## src/rtl/adder_operand_loader.sv

```systemverilog
// Serial-to-parallel operand loader for tt_um_adder: shifts in A then B (MSB first),
// holds the pair and hands it to the adder with a valid/ready handshake.
module adder_operand_loader #(
   parameter int WIDTH = 4
) (
   input  logic             clk,
   input  logic             reset,
   input  logic             din,
   input  logic             din_valid,
   input  logic             clear,
   output logic [WIDTH-1:0] op_a,
   output logic [WIDTH-1:0] op_b,
   output logic             ops_valid,
   input  logic             ops_ready,
   output logic             busy,
   output logic             overrun
);

   // state  | meaning
   // LOAD_A | shifting operand A bits into staging register sa
   // LOAD_B | shifting operand B bits into staging register sb
   // HOLD   | complete pair presented, waiting for ops_ready
   typedef enum logic [1:0] {LOAD_A, LOAD_B, HOLD} state_t;

   localparam int CW = (WIDTH > 1) ? $clog2(WIDTH) : 1;
   localparam logic [CW-1:0] CNT_LAST = CW'(WIDTH - 1);

   state_t           state_q, state_d;
   logic [CW-1:0]    cnt_q, cnt_d;
   logic [WIDTH-1:0] sa_q, sa_d;
   logic [WIDTH-1:0] sb_q, sb_d;
   logic [WIDTH-1:0] op_a_q, op_a_d;
   logic [WIDTH-1:0] op_b_q, op_b_d;
   logic             overrun_q, overrun_d;
   logic [WIDTH-1:0] sa_shift, sb_shift;

   // shift form also works for WIDTH == 1, where a [WIDTH-2:0] slice would not exist
   assign sa_shift = (sa_q << 1) | WIDTH'(din);
   assign sb_shift = (sb_q << 1) | WIDTH'(din);

   always_ff @(posedge clk or posedge reset) begin
      if (reset) begin
         state_q   <= LOAD_A;
         cnt_q     <= '0;
         sa_q      <= '0;
         sb_q      <= '0;
         op_a_q    <= '0;
         op_b_q    <= '0;
         overrun_q <= 1'b0;
      end else begin
         state_q   <= state_d;
         cnt_q     <= cnt_d;
         sa_q      <= sa_d;
         sb_q      <= sb_d;
         op_a_q    <= op_a_d;
         op_b_q    <= op_b_d;
         overrun_q <= overrun_d;
      end
   end

   always_comb begin
      state_d   = state_q;
      cnt_d     = cnt_q;
      sa_d      = sa_q;
      sb_d      = sb_q;
      op_a_d    = op_a_q;
      op_b_d    = op_b_q;
      overrun_d = overrun_q;
      if (clear) begin
         state_d   = LOAD_A;
         cnt_d     = '0;
         sa_d      = '0;
         sb_d      = '0;
         op_a_d    = '0;
         op_b_d    = '0;
         overrun_d = 1'b0;
      end else begin
         case (state_q)
            LOAD_A: begin
               if (din_valid) begin
                  sa_d = sa_shift;
                  if (cnt_q == CNT_LAST) begin
                     cnt_d   = '0;
                     state_d = LOAD_B;
                  end else begin
                     cnt_d = cnt_q + CW'(1);
                  end
               end
            end
            LOAD_B: begin
               if (din_valid) begin
                  sb_d = sb_shift;
                  if (cnt_q == CNT_LAST) begin
                     op_a_d  = sa_q;
                     op_b_d  = sb_shift;
                     cnt_d   = '0;
                     state_d = HOLD;
                  end else begin
                     cnt_d = cnt_q + CW'(1);
                  end
               end
            end
            HOLD: begin
               // a bit arriving while the pair is held is lost, even on the handshake edge
               if (din_valid) overrun_d = 1'b1;
               if (ops_ready) state_d = LOAD_A;
            end
            default: state_d = LOAD_A;
         endcase
      end
   end

   assign op_a      = op_a_q;
   assign op_b      = op_b_q;
   assign ops_valid = (state_q == HOLD);
   assign busy      = (state_q == LOAD_B) || ((state_q == LOAD_A) && (cnt_q != '0));
   assign overrun   = overrun_q;

endmodule
```

## config.mk

```make
export PLATFORM = sky130hd
export DESIGN_NAME = adder_operand_loader
export DESIGN_NICKNAME = d
export VERILOG_FILES = /design/src/rtl/adder_operand_loader.sv
export SDC_FILE = /design/constraint.sdc
export NUM_CORES = 1
export LEC_CHECK = 0
export BUFFER_PORTS_ARGS = -buffer_cell sky130_fd_sc_hd__buf_4
export CELL_PAD_IN_SITES_DETAIL_PLACEMENT = 1
export CELL_PAD_IN_SITES_GLOBAL_PLACEMENT = 1
export CORE_UTILIZATION = 28
export CTS_BUF_LIST = sky130_fd_sc_hd__clkbuf_4 sky130_fd_sc_hd__clkbuf_8 sky130_fd_sc_hd__clkbuf_16
export DETAILED_ROUTE_END_ITERATION = 6
export MAX_ROUTING_LAYER = met4
export PLACE_DENSITY_LB_ADDON = 0.1
export REMOVE_ABC_BUFFERS = 1
export SLEW_MARGIN = 20
export SYNTH_ARGS = -nofsm -noshare
export SYNTH_HDL_FRONTEND = slang
export SYNTH_SLANG_ARGS = --single-unit
```

## constraint.sdc

```tcl
create_clock -name clk -period 1.5 [get_ports clk]
set_clock_uncertainty 0.05 [all_clocks]
set_input_delay 0.225 -clock clk [delete_from_list [all_inputs] [get_ports clk]]
set_output_delay 0.225 -clock clk [all_outputs]
set_load 0.02 [all_outputs]
```

Yosys cells after proc, flatten, opt, wreduce, memory -nomap -nowiden
Cells that the tools add are included.
- equality and inequality tests: 8
- add/subtract/negate cells: 1
- reductions and logical operators: 17
- mux-type cells: 28
- bitwise logic cells: 2
- operators with widths (cell ; number):
    $mux W4 ; 11
    $mux W2 ; 10
    $reduce_bool A2 Y1 ; 7
    $ne A3 B3 Y1 const B ; 4
    $mux W3 ; 3
    $or A4 B1 Y4 ; 2
    $reduce_and A2 Y1 ; 4
    $pmux W2 S3 ; 1
    $reduce_and A5 Y1 ; 1
    $eq A2 B2 Y1 const B ; 2
    $mux W1 ; 3
    $ne A3 B2 Y1 const B ; 1
    $reduce_and A3 Y1 ; 1
    $add A2 B1 Y2 const B ; 1
    $eq A2 B1 Y1 const B ; 1
    $logic_not A2 Y1 ; 1
    $reduce_or A2 Y1 ; 1
    $logic_and A1 B1 Y1 ; 1
    $logic_or A1 B1 Y1 ; 1
- register bits after elaboration: 20
- word-level logic and storage cells: 63
- output and inout port bits: 11

Longest topological paths before layout
- depth in word-level cells: 5
- gate-level depth with buffers: 5

Worst setup path after synthesis
No wires, ideal clock.
- kind: register to output
- from: register cnt_q[0]
- to: output busy
- setup slack: 0.272 ns
- cell stages (with the launch flop): 4
- data arrival time: 0.953 ns
- buffers on the path: 0
- path through: dfrtp_1 -> inv_1 -> ha_1 -> a21oi_1
- cells in the longest elaborated chain, start to end: 3
- ends and longest elaborated chain (element ; RTL line ; source):
    start: declaration ; 29 ; logic [CW-1:0] cnt_q, cnt_d;
    start signal: assignment ; 52 ; cnt_q <= cnt_d;
    $reduce_bool A2 Y1 ; 116 ; assign busy = (state_q == LOAD_B) || ((state_q == LOAD_A) && (cnt_q != '0));
    $logic_and A1 B1 Y1 ; 116 ;
    $logic_or A1 B1 Y1 ; 116 ;
    end: declaration ; 15 ; output logic busy,
No other way between the ends.

Worst setup path in the final report
Ends and elaborated chain as after synthesis.

==> results.toml <==
[worst_setup_path]
crit_type = "reg2out"
cp.required_ps = 1220
cp_max_fo = 3
crit_chain = "inv_2 > ha_4 > a21oi_2 > buf_6"
critical_path.slowest_cell = "dfrtp_1"
max_stage_delay_ps = 410
endpoint_kind = "output pin"
cp-start-kind = "flop"
cp.arrival_ps = 1200

[layout]
final_cells = 156
multi_input_area_um2 = 380
drive_gt1_frac = 0.321
regArea_um2 = 503
diodes = 0
postLayoutCellArea_um2 = 1170
fin_util = 0.383
area.growth.synth_to_final_pct = 30.4
fill_cells = 369
fin_nets = 121

[clock_network]
cts_root_buffer = "clkbuf_4"
cts_buffers = 3
cts_htree_levels = 1
clock-sinks = 20
clockBufferDepth = 2
cts.reportedPaths.clkPinSlew_ps = 110
cts_tree = "yes"
insertion_delay_ps = 300

[run]
max_cap_viol_count = 0

[synth]
ys_seq_area_frac = 0.559
ys_ff_latch = 20
synth.area.top_cells = "dfrtp_1 56%, nand2_1 8.4%, a21oi_1 7.8%, mux2i_1 5.6%, nor2_1 2.9%"
yosysTopAreaCellShare = 0.559
synth_area_leader_cell = "dfrtp_1"
synth_cells = 89
yosysWarnings = 0
synthesis.area_um2 = 896
syn_avg_cell_area_um2 = 10.1
synth.distinct_cells = 19

[placed_design]
dp_cells = 146
hpwl_um = 1260
placed_cell_area_um2 = 1060
portBuffers = 16
gp_congestion = 0.672
post-place-ws_ps = 97.7

[die]
initial_core_util = 0.293
die_x_um = 58.6
ios = 17
rows = 20
die_area_um2 = 3430
die_y_um = 58.6
core-area_um2 = 3050

[timing]
hold-worst-slack_ps = 109
slew_viol_final = 0
tns_ps = 0
fin_crit_sh = 0.982
worstMarginPinSlew_ps = 303
clock.fmax_mhz = 679
finalSetupViolCount = 0
rsz0062_at_grt = "yes"
fin_ws_ps = 27.6
hold_viol = 0
fin_crit_ps = 1470
slew_headroom = 0.798

[power_and_ir_drop]
power_density_nw_per_um2 = 843
cellLeakagePower_nw = 0.556
power.total_mw = 0.985
vdd_ir_drop_max_v = 0.000640

[route]
routedWlPerCell_um = 12.0
drtIter0Drc = 10
ant_nets = 0
drc = 0
vias = 679
wl_um = 1880
vias_per_cell = 4.35
drtPass1Iterations = 4

[global_route]
antenna_found_initial = 0
gr-usage-all-layers = 0.128
gr-total-overflow = 0
grt_pass1_vias = 662
grt_max_degree = 21
grt_pass1_wl_um = 3120

[worst_hold_path]
hold_class = "in2reg"

[status]
status = "completed"
==> flip-flops by register name, indices dropped and copies added (netlist names) <==
| signal | cells |
|---|---|
| op_a | 4 |
| sa_q | 4 |
| overrun | 1 |
| cnt_q | 2 |
| state_q | 2 |
| sb_q | 3 |
| op_b | 4 |
==> worst max-delay path, delay by kind of cell (launching register included) <==
kind | cells | cell delay [ps]
fa+ha+maj | 1 | 150
buf+inv | 2 | 190
compound gates | 1 | 150
flops | 1 | 410
==> layout make-up <==
class,count,area share
inverters,4,0.0128
clock buffers,4,0.0310
multi-input cells,61,0.325
flip-flops and latches,20,0.430
repair buffers,23,0.153
well taps,44,0.0471
==> Yosys cell counts (all sizes together) <==
| cell type | number |
|---|---|
| a21oi | 14 |
| and2b | 1 |
| and4b | 1 |
| buf | 2 |
| clkbuf | 2 |
| dfrtp | 20 |
| ha | 2 |
| inv | 4 |
| mux2i | 5 |
| nand2 | 20 |
| nand2b | 1 |
| nand3 | 3 |
| nand3b | 1 |
| nand4b | 1 |
| nor2 | 7 |
| nor2b | 1 |
| nor3 | 1 |
| nor3b | 1 |
| xnor2 | 2 |
==> what timing repair did <==
item | in CTS | in global routing
gates resized for setup | 3 | 6
pin swaps | 1 | 2
endpoints found under the setup margin | 2 | 2
hold buffers | 1 | 0
hold endpoints to repair | 20 | 0
setup buffers | 0 | 5
==> placed cells by master, fill, tap and decap left out <==
cell type	netlist	final
inv_2	0	2
mux2i_1	5	5
buf_4	0	21
inv_1	4	2
a21oi_2	0	1
nor3_1	1	1
a21oi_1	14	13
and2b_1	1	1
nand3b_1	1	1
nand2b_1	1	1
nand2_1	20	20
clkbuf_4	0	3
nor2_1	7	7
ha_4	0	1
nand4b_2	1	1
clkbuf_8	0	1
nand3_1	3	3
buf_6	0	1
ha_1	2	1
and4b_2	0	1
nor2b_4	1	1
xnor2_1	2	2
dfrtp_2	0	2
dlygate4sd3_1	0	1
nor3b_4	1	1
dfrtp_1	20	18
==> power by group <==
group / switching, mW / internal (mW)
Clock: 0.167 / 0.148
Sequential: 0.00845 / 0.548
Combinational: 0.0570 / 0.0560
Total: 0.233 / 0.752
==> kinds of logic after synthesis <==
logic type,synth area share
simple gates,0.223
flops,0.559
compound gates,0.0782
buf+inv,0.0363
mux,0.0559
xor+xnor,0.0196
fa+ha+maj,0.0279
==> final timing paths <==
kind,cells past startpoint,end,start,slack (ps)
worst max register to register,5,op_a[3],cnt_q[0],100
worst min-delay path,3,state_q[1],ops_ready,110
worst max-delay path,4,busy,cnt_q[0],30
max in group asynchronous,4,state_q[0],reset,730
worst min register to register,2,overrun,overrun,480
min in group asynchronous,4,op_b[0],reset,440
==> layer usage <==
layer	vias up	part of all wire	GRT usage
met5	-	0	-
met4	0	0.011	0.0408
met3	4	0.045	0.0396
met2	14	0.52	0.213
met1	325	0.43	0.146
li1	336	-	-
No activity file was read; power rests on OpenSTA's default activity.
